===== src/rtl/mycpu_pkg.sv =====
// Shared types and constants for the MIPS core front end.
package mycpu_pkg;

  typedef enum logic [1:0] {
    IDLE = 2'd0,
    WAIT = 2'd1,
    HOLD = 2'd2
  } fetch_state_t;

  localparam logic [31:0] NOP_INSTR    = 32'h0000_0000;
  localparam logic [31:0] RESET_PC_DEF = 32'hBFC0_0000;

endpackage


===== src/rtl/fetch_stage_if_id_reg.sv =====
// IF/ID pipeline register: stall holds every field, load captures a new
// instruction, bubble inserts a nop while keeping the PC fields.
module if_id_reg
  import mycpu_pkg::*;
#(
  parameter int ADDR_W = 32
) (
  input  logic              clk,
  input  logic              rst,
  input  logic              stall,
  input  logic              load,
  input  logic              bubble,
  input  logic [31:0]       instr,
  input  logic [ADDR_W-1:0] pc,
  input  logic [ADDR_W-1:0] pc_plus4,
  output logic [31:0]       instr_d,
  output logic [ADDR_W-1:0] pc_d,
  output logic [ADDR_W-1:0] pc_plus4_d,
  output logic              valid_d
);

  always_ff @(posedge clk or posedge rst) begin
    if (rst) begin
      instr_d    <= NOP_INSTR;
      pc_d       <= '0;
      pc_plus4_d <= '0;
      valid_d    <= 1'b0;
    end else if (!stall) begin
      if (load) begin
        instr_d    <= instr;
        pc_d       <= pc;
        pc_plus4_d <= pc_plus4;
        valid_d    <= 1'b1;
      end else if (bubble) begin
        instr_d <= NOP_INSTR;
        valid_d <= 1'b0;
      end
    end
  end

endmodule


===== src/rtl/fetch_stage.sv =====
// Fetch stage with IF/ID register: single-outstanding instruction port,
// delay-slot redirects. Define FETCH_PERF_EN to add delivery/bubble counters.
module fetch_stage
  import mycpu_pkg::*;
#(
  parameter int                ADDR_W   = 32,
  parameter logic [ADDR_W-1:0] RESET_PC = ADDR_W'(RESET_PC_DEF)
) (
  input  logic              clk,
  input  logic              rst,
  input  logic              stallF,
  input  logic              stallD,
  input  logic              pcSrcD,
  input  logic [ADDR_W-1:0] pcBranchD,
  output logic              instReq,
  output logic [ADDR_W-1:0] instAddr,
  input  logic              instAddrOk,
  input  logic              instDataOk,
  input  logic [31:0]       instRdata,
  output logic [31:0]       instrD,
  output logic [ADDR_W-1:0] pcD,
  output logic [ADDR_W-1:0] pcPlus4D,
  output logic              validD,
  output logic              fetchStallF
`ifdef FETCH_PERF_EN
  ,
  output logic [31:0]       perfFetchCnt,
  output logic [31:0]       perfBubbleCnt
`endif
);

  fetch_state_t      state_reg, state_next;
  logic [ADDR_W-1:0] pc_reg;
  logic [ADDR_W-1:0] req_pc_reg;
  logic [31:0]       hold_reg;
  logic              pend_redir_reg;
  logic [ADDR_W-1:0] redir_tgt_reg;

  logic              data_ok_wait;
  logic              deliver;
  logic              bubble;
  logic              redir;
  logic [ADDR_W-1:0] branch_tgt;
  logic [ADDR_W-1:0] req_pc_plus4;
  logic [31:0]       deliver_data;

  assign data_ok_wait = (state_reg == WAIT) && instDataOk;
  assign deliver      = !stallD && (data_ok_wait || (state_reg == HOLD));
  assign bubble       = !stallD && !deliver;
  assign redir        = pcSrcD && !stallD;
  assign branch_tgt   = pcBranchD & ~ADDR_W'(3);
  assign req_pc_plus4 = req_pc_reg + ADDR_W'(4);
  assign deliver_data = (state_reg == HOLD) ? hold_reg : instRdata;

  always_ff @(posedge clk or posedge rst) begin
    if (rst) begin
      state_reg <= IDLE;
    end else begin
      state_reg <= state_next;
    end
  end

  always_comb begin
    state_next = state_reg;
    case (state_reg)
      IDLE: if (instAddrOk) state_next = WAIT;
      WAIT: if (instDataOk) state_next = stallD ? HOLD : IDLE;
      HOLD: if (!stallD)    state_next = IDLE;
      default:              state_next = IDLE;
    endcase
  end

  // The request is masked during reset because the state already reads IDLE.
  always_comb begin
    instReq     = (state_reg == IDLE) && !rst;
    instAddr    = pc_reg;
    fetchStallF = !((state_reg == HOLD) || data_ok_wait);
  end

  always_ff @(posedge clk or posedge rst) begin
    if (rst) begin
      pc_reg         <= RESET_PC;
      req_pc_reg     <= '0;
      hold_reg       <= NOP_INSTR;
      pend_redir_reg <= 1'b0;
      redir_tgt_reg  <= '0;
    end else begin
      if ((state_reg == IDLE) && instAddrOk) begin
        req_pc_reg <= pc_reg;
      end
      if (data_ok_wait && stallD) begin
        hold_reg <= instRdata;
      end
      // The in-flight instruction is the delay slot; the redirect lands after it.
      if (deliver) begin
        pend_redir_reg <= 1'b0;
        if (!stallF) begin
          if (redir) begin
            pc_reg <= branch_tgt;
          end else if (pend_redir_reg) begin
            pc_reg <= redir_tgt_reg;
          end else begin
            pc_reg <= req_pc_plus4;
          end
        end
      end else if (redir) begin
        pend_redir_reg <= 1'b1;
        redir_tgt_reg  <= branch_tgt;
      end
    end
  end

  if_id_reg #(
    .ADDR_W(ADDR_W)
  ) u_if_id (
    .clk       (clk),
    .rst       (rst),
    .stall     (stallD),
    .load      (deliver),
    .bubble    (bubble),
    .instr     (deliver_data),
    .pc        (req_pc_reg),
    .pc_plus4  (req_pc_plus4),
    .instr_d   (instrD),
    .pc_d      (pcD),
    .pc_plus4_d(pcPlus4D),
    .valid_d   (validD)
  );

`ifdef FETCH_PERF_EN
  logic [31:0] perf_fetch_reg;
  logic [31:0] perf_bubble_reg;

  always_ff @(posedge clk or posedge rst) begin
    if (rst) begin
      perf_fetch_reg  <= '0;
      perf_bubble_reg <= '0;
    end else begin
      if (deliver) perf_fetch_reg  <= perf_fetch_reg + 32'd1;
      if (bubble)  perf_bubble_reg <= perf_bubble_reg + 32'd1;
    end
  end

  assign perfFetchCnt  = perf_fetch_reg;
  assign perfBubbleCnt = perf_bubble_reg;
`endif

  // Hazard unit drives stallF and stallD together, so delivery never sees stallF.
  assert property (@(posedge clk) disable iff (rst) !(deliver && stallF));
  // Memory shares rst, so read data can only arrive for an accepted request.
  assert property (@(posedge clk) disable iff (rst) !((state_reg == IDLE) && instDataOk));

endmodule


===== config.mk =====
export PLATFORM = sky130hd
export DESIGN_NAME = fetch_stage
export DESIGN_NICKNAME = d
export VERILOG_FILES = /design/src/rtl/mycpu_pkg.sv /design/src/rtl/fetch_stage_if_id_reg.sv /design/src/rtl/fetch_stage.sv
export SDC_FILE = /design/constraint.sdc
export NUM_CORES = 1
export LEC_CHECK = 0
export BUFFER_PORTS_ARGS = -buffer_cell sky130_fd_sc_hd__buf_2
export CORE_MARGIN = 5
export CORE_UTILIZATION = 44
export CTS_CLUSTER_SIZE = 20
export DETAILED_ROUTE_END_ITERATION = 8
export PLACE_DENSITY = 0.66
export SYNTH_ARGS = -nofsm -noshare
export SYNTH_HDL_FRONTEND = slang
export SYNTH_SLANG_ARGS = --single-unit

===== constraint.sdc =====
create_clock -name clk -period 11.8 [get_ports clk]
set_input_delay 2.36 -clock clk [delete_from_list [all_inputs] [get_ports clk]]
set_output_delay 2.36 -clock clk [all_outputs]
set_load 0.02 [all_outputs]

==> impl_metrics.sql <==
INSERT INTO impl_metrics (metric_group, metric, value, unit) VALUES
('outcome', 'status', 'completed', ''),
('critical_path', 'timing.reg2reg.setup_slack', '7.95', 'ns'),
('placement', 'dp.final_hpwl', '16400', 'microns'),
('sta', 'slew_headroom', '22.54', '%'),
('clock_tree', 'clk_lat_worst_skew', '0.50', 'ns'),
('clock_tree', 'clk_pin_slew_worst_paths', '0.06', 'ns'),
('synth', 'synth.top_cells.by_count', '215 x sky130_fd_sc_hd__dfrtp_1, 197 x sky130_fd_sc_hd__nand2_1, 89 x sky130_fd_sc_hd__mux2_2', ''),
('flow_run', 'maxCapViolCount', '0', ''),
('synth', 'async_set_or_reset_flop_fraction_in_the_synthesized_netlist', '100.0', '%'),
('min_path', 'min_delay_worst_type', 'flop to flop', ''),
('synth', 'netlist_instances', '881', ''),
('synth', 'netlist-cell-type-count', '45', ''),
('power_and_ir_drop', 'pwr_density_cell', '248.7', 'nW/um^2'),
('global_routing', 'grt_first_pass_wirelength', '40860', 'microns'),
('sta', 'timing_hold_violations_final', '0', ''),
('floorplan', 'dieArea', '25010', 'sq um'),
('floorplan', 'core_region_area', '21690', 'sq um'),
('placement', 'placedCellCount', '1311', ''),
('sta', 'timing.final.max_slew_violations', '0', ''),
('placement', 'routabilityCongestion', '0.7459', ''),
('clock_tree', 'ctsResizeCount', '0', ''),
('synth', 'synth_top_cell_by_area', 'sky130_fd_sc_hd__dfrtp_1', ''),
('sta', 'slew_worst_pin', '1.162', 'ns'),
('routing', 'detail_route.first_pass.iterations', '5', ''),
('layout', 'syn_to_final_growth', '20.70', '%'),
('power_and_ir_drop', 'worst_ir_drop_vdd', '0.0001642', 'V'),
('routing', 'detailroute.via_count', '7217', ''),
('power_and_ir_drop', 'share_clk_of_total_power', '25.8', '%'),
('critical_path', 'crit_path_arrival_time', '2.93', 'ns'),
('synth', 'synth_enable_flop_cells', '0', ''),
('floorplan', 'start_util', '44.53', '%'),
('synth', 'postSynthNetCount', '953', ''),
('routing', 'routed_wl', '25500', 'microns'),
('synth', 'ys.flop_type', 'sky130_fd_sc_hd__dfrtp_1', ''),
('layout', 'seq_area', '5617', 'sq um'),
('min_path', 'hold_path_depth', '2', ''),
('layout', 'drive_above_1_share', '33.77', '%'),
('power_and_ir_drop', 'static-leakage-power', '5.743', 'nW'),
('floorplan', 'die_w', '158.2', 'microns'),
('power_and_ir_drop', 'switchingPower', '0.001059', 'W'),
('sta', 'rsz0062_at_grt', 'false', ''),
('placement', 'io_buffers', '199', ''),
('global_routing', 'initial_antenna_violation_count', '3', ''),
('layout', 'final_core_utilization', '53.75', '%'),
('sta', 'highest_clock_rate', '189.2', 'MHz'),
('clock_tree', 'number_of_buffers_created_by_cts', '25', ''),
('critical_path', 'timing.setup.critical_path_class', 'input pin to primary output', ''),
('critical_path', 'rr_worst_depth', '7', ''),
('min_path', 'min_delay_worst_endpoint', 'u_if_id.pc_d[31]$_DFFE_PP0P_', ''),
('critical_path', 'worst_setup_path_start_kind', 'input pin', ''),
('clock_tree', 'clock_tree.buffer_depth', '3', ''),
('routing', 'drc', '0', ''),
('sta', 'whs', '0.4641', 'ns'),
('synth', 'yosys.area.top_type_share', '55.71', '%'),
('clock_tree', 'cts.root.buffer_cell', 'sky130_fd_sc_hd__clkbuf_16', ''),
('synth', 'seq_area_frac_synth', '58.16', '%'),
('critical_path', 'end_kind', 'primary output', ''),
('clock_tree', 'htree_num_levels', '1', ''),
('synth', 'synth_area', '9658', 'sq um'),
('synth', 'synth_area_leaders', 'sky130_fd_sc_hd__dfrtp_1 56%, sky130_fd_sc_hd__mux2_2 10%, sky130_fd_sc_hd__nand2_1 7.7%', ''),
('critical_path', 'r2r-end', 'instAddr[25]$_DFFE_PP1P_', ''),
('sta', 'setup_viol', '0', ''),
('clock_tree', 'cts_setup_buffers', '0', ''),
('global_routing', 'grt_overflow_total', '0', ''),
('floorplan', 'floorplan.die.height', '158.2', 'microns'),
('sta', 'post-route-min-period', '5.287', 'ns'),
('critical_path', 'r2r_start', 'state_reg[0]$_DFFE_PP0P_', ''),
('synth', 'yosys.cell_count.top_type', 'sky130_fd_sc_hd__dfrtp_1', ''),
('sta', 'fin_worst_skew', '0.008527', 'ns'),
('routing', 'drtIter0Drc', '428', ''),
('power_and_ir_drop', 'power_switching_share', '36.52', '%');
==> routing by layer <==
| layer | global-route usage, % | vias up | wire (microns) |
|---|---|---|---|
| met1 | 28.55 | 3545 | 11340 |
| met3 | 4.046 | 43 | 1686 |
| met4 | 5.565 | 4 | 597 |
| met2 | 32.84 | 210 | 11850 |
| li1 | - | 3415 | - |
| met5 | 0 | - | 21 |
==> cell families after synthesis <==
logic type / count (synthesis) / share of synthesized area [%]
flops: 224 / 58.16
buf+inv: 71 / 2.876
compound gates: 145 / 9.418
fa+ha+maj: 1 / 0.1295
simple gates: 287 / 12.70
xor+xnor: 28 / 2.617
mux: 125 / 14.11
==> cells in the final DEF, fill, tap and decap left out, types with 3 or more instances in the layout <==
cell type                   netlist  routed
sky130_fd_sc_hd__o21ai_0         49      49
sky130_fd_sc_hd__clkinv_2         0       7
sky130_fd_sc_hd__nor2_1          30      29
sky130_fd_sc_hd__mux2_2          89      89
sky130_fd_sc_hd__o221ai_1         7       7
sky130_fd_sc_hd__buf_2            3     199
sky130_fd_sc_hd__xnor2_1         14      14
sky130_fd_sc_hd__or3_1            3       3
sky130_fd_sc_hd__o31ai_1         32      32
sky130_fd_sc_hd__and3_1          12      12
sky130_fd_sc_hd__nand4_1          6       6
sky130_fd_sc_hd__o22ai_1         12      12
sky130_fd_sc_hd__nand3_1         14      14
sky130_fd_sc_hd__inv_1           10       9
sky130_fd_sc_hd__xor2_1          13      13
sky130_fd_sc_hd__buf_4            2      12
sky130_fd_sc_hd__dfrtp_1        215     215
sky130_fd_sc_hd__mux2i_1         36      36
sky130_fd_sc_hd__a21oi_1         26      26
sky130_fd_sc_hd__a221oi_1         7       7
sky130_fd_sc_hd__nand2_1        197     197
sky130_fd_sc_hd__dfstp_2          9       9
sky130_fd_sc_hd__a211oi_1         4       4
sky130_fd_sc_hd__nor4_1           5       5
sky130_fd_sc_hd__clkbuf_16        0      25
sky130_fd_sc_hd__nor3_1           6       6
==> power by group through the flow <==
stage                     registers, W  clock network (W)  logic (W)
after global placement         0.00127                  0   0.000877
after global routing           0.00131           0.000798   0.000975
after CTS                      0.00127           0.000765   0.000897
after detailed placement       0.00128                  0   0.000894
after floorplan                0.00143                  0   0.000403
final                          0.00127           0.000748   0.000881
==> critical path, cell delays in order <==
cell,delay [ns]
sky130_fd_sc_hd__buf_2,0.11
sky130_fd_sc_hd__nand3b_1,0.11
sky130_fd_sc_hd__and2_1,0.15
sky130_fd_sc_hd__buf_2,0.20
==> final cells by class <==
cell class,instances,area share (%)
antenna,1,0.02147
clock buffer,29,5.667
clock inverter,12,1.020
inverter,10,0.3864
multi-input combinational,586,32.40
sequential,224,48.18
tap,280,3.005
timing repair buffer,211,9.316
==> worst max-delay path by stage <==
stage	depth (start not counted)	to	slack (ns)	from
global route	4	fetchStallF	6.48	instDataOk
CTS	4	fetchStallF	6.51	instDataOk
global placement	4	fetchStallF	6.52	instDataOk
floorplan	1	hold_reg[0]$_DFFE_PP0P_	3.32	rst
finish	4	fetchStallF	6.51	instDataOk
detailed placement	4	fetchStallF	6.51	instDataOk
==> through the flow <==
stage,cell area [sq um],power (W),worst slack [ns]
floorplan,9658,0.001831,3.320
global placement,10880,0.002147,6.515
detailed placement,10880,0.002173,6.508
CTS,11650,0.002931,6.507
global route,11660,0.003083,6.478
finish,11660,0.002899,6.513
Note: power is estimated with default switching activity, not from simulation.
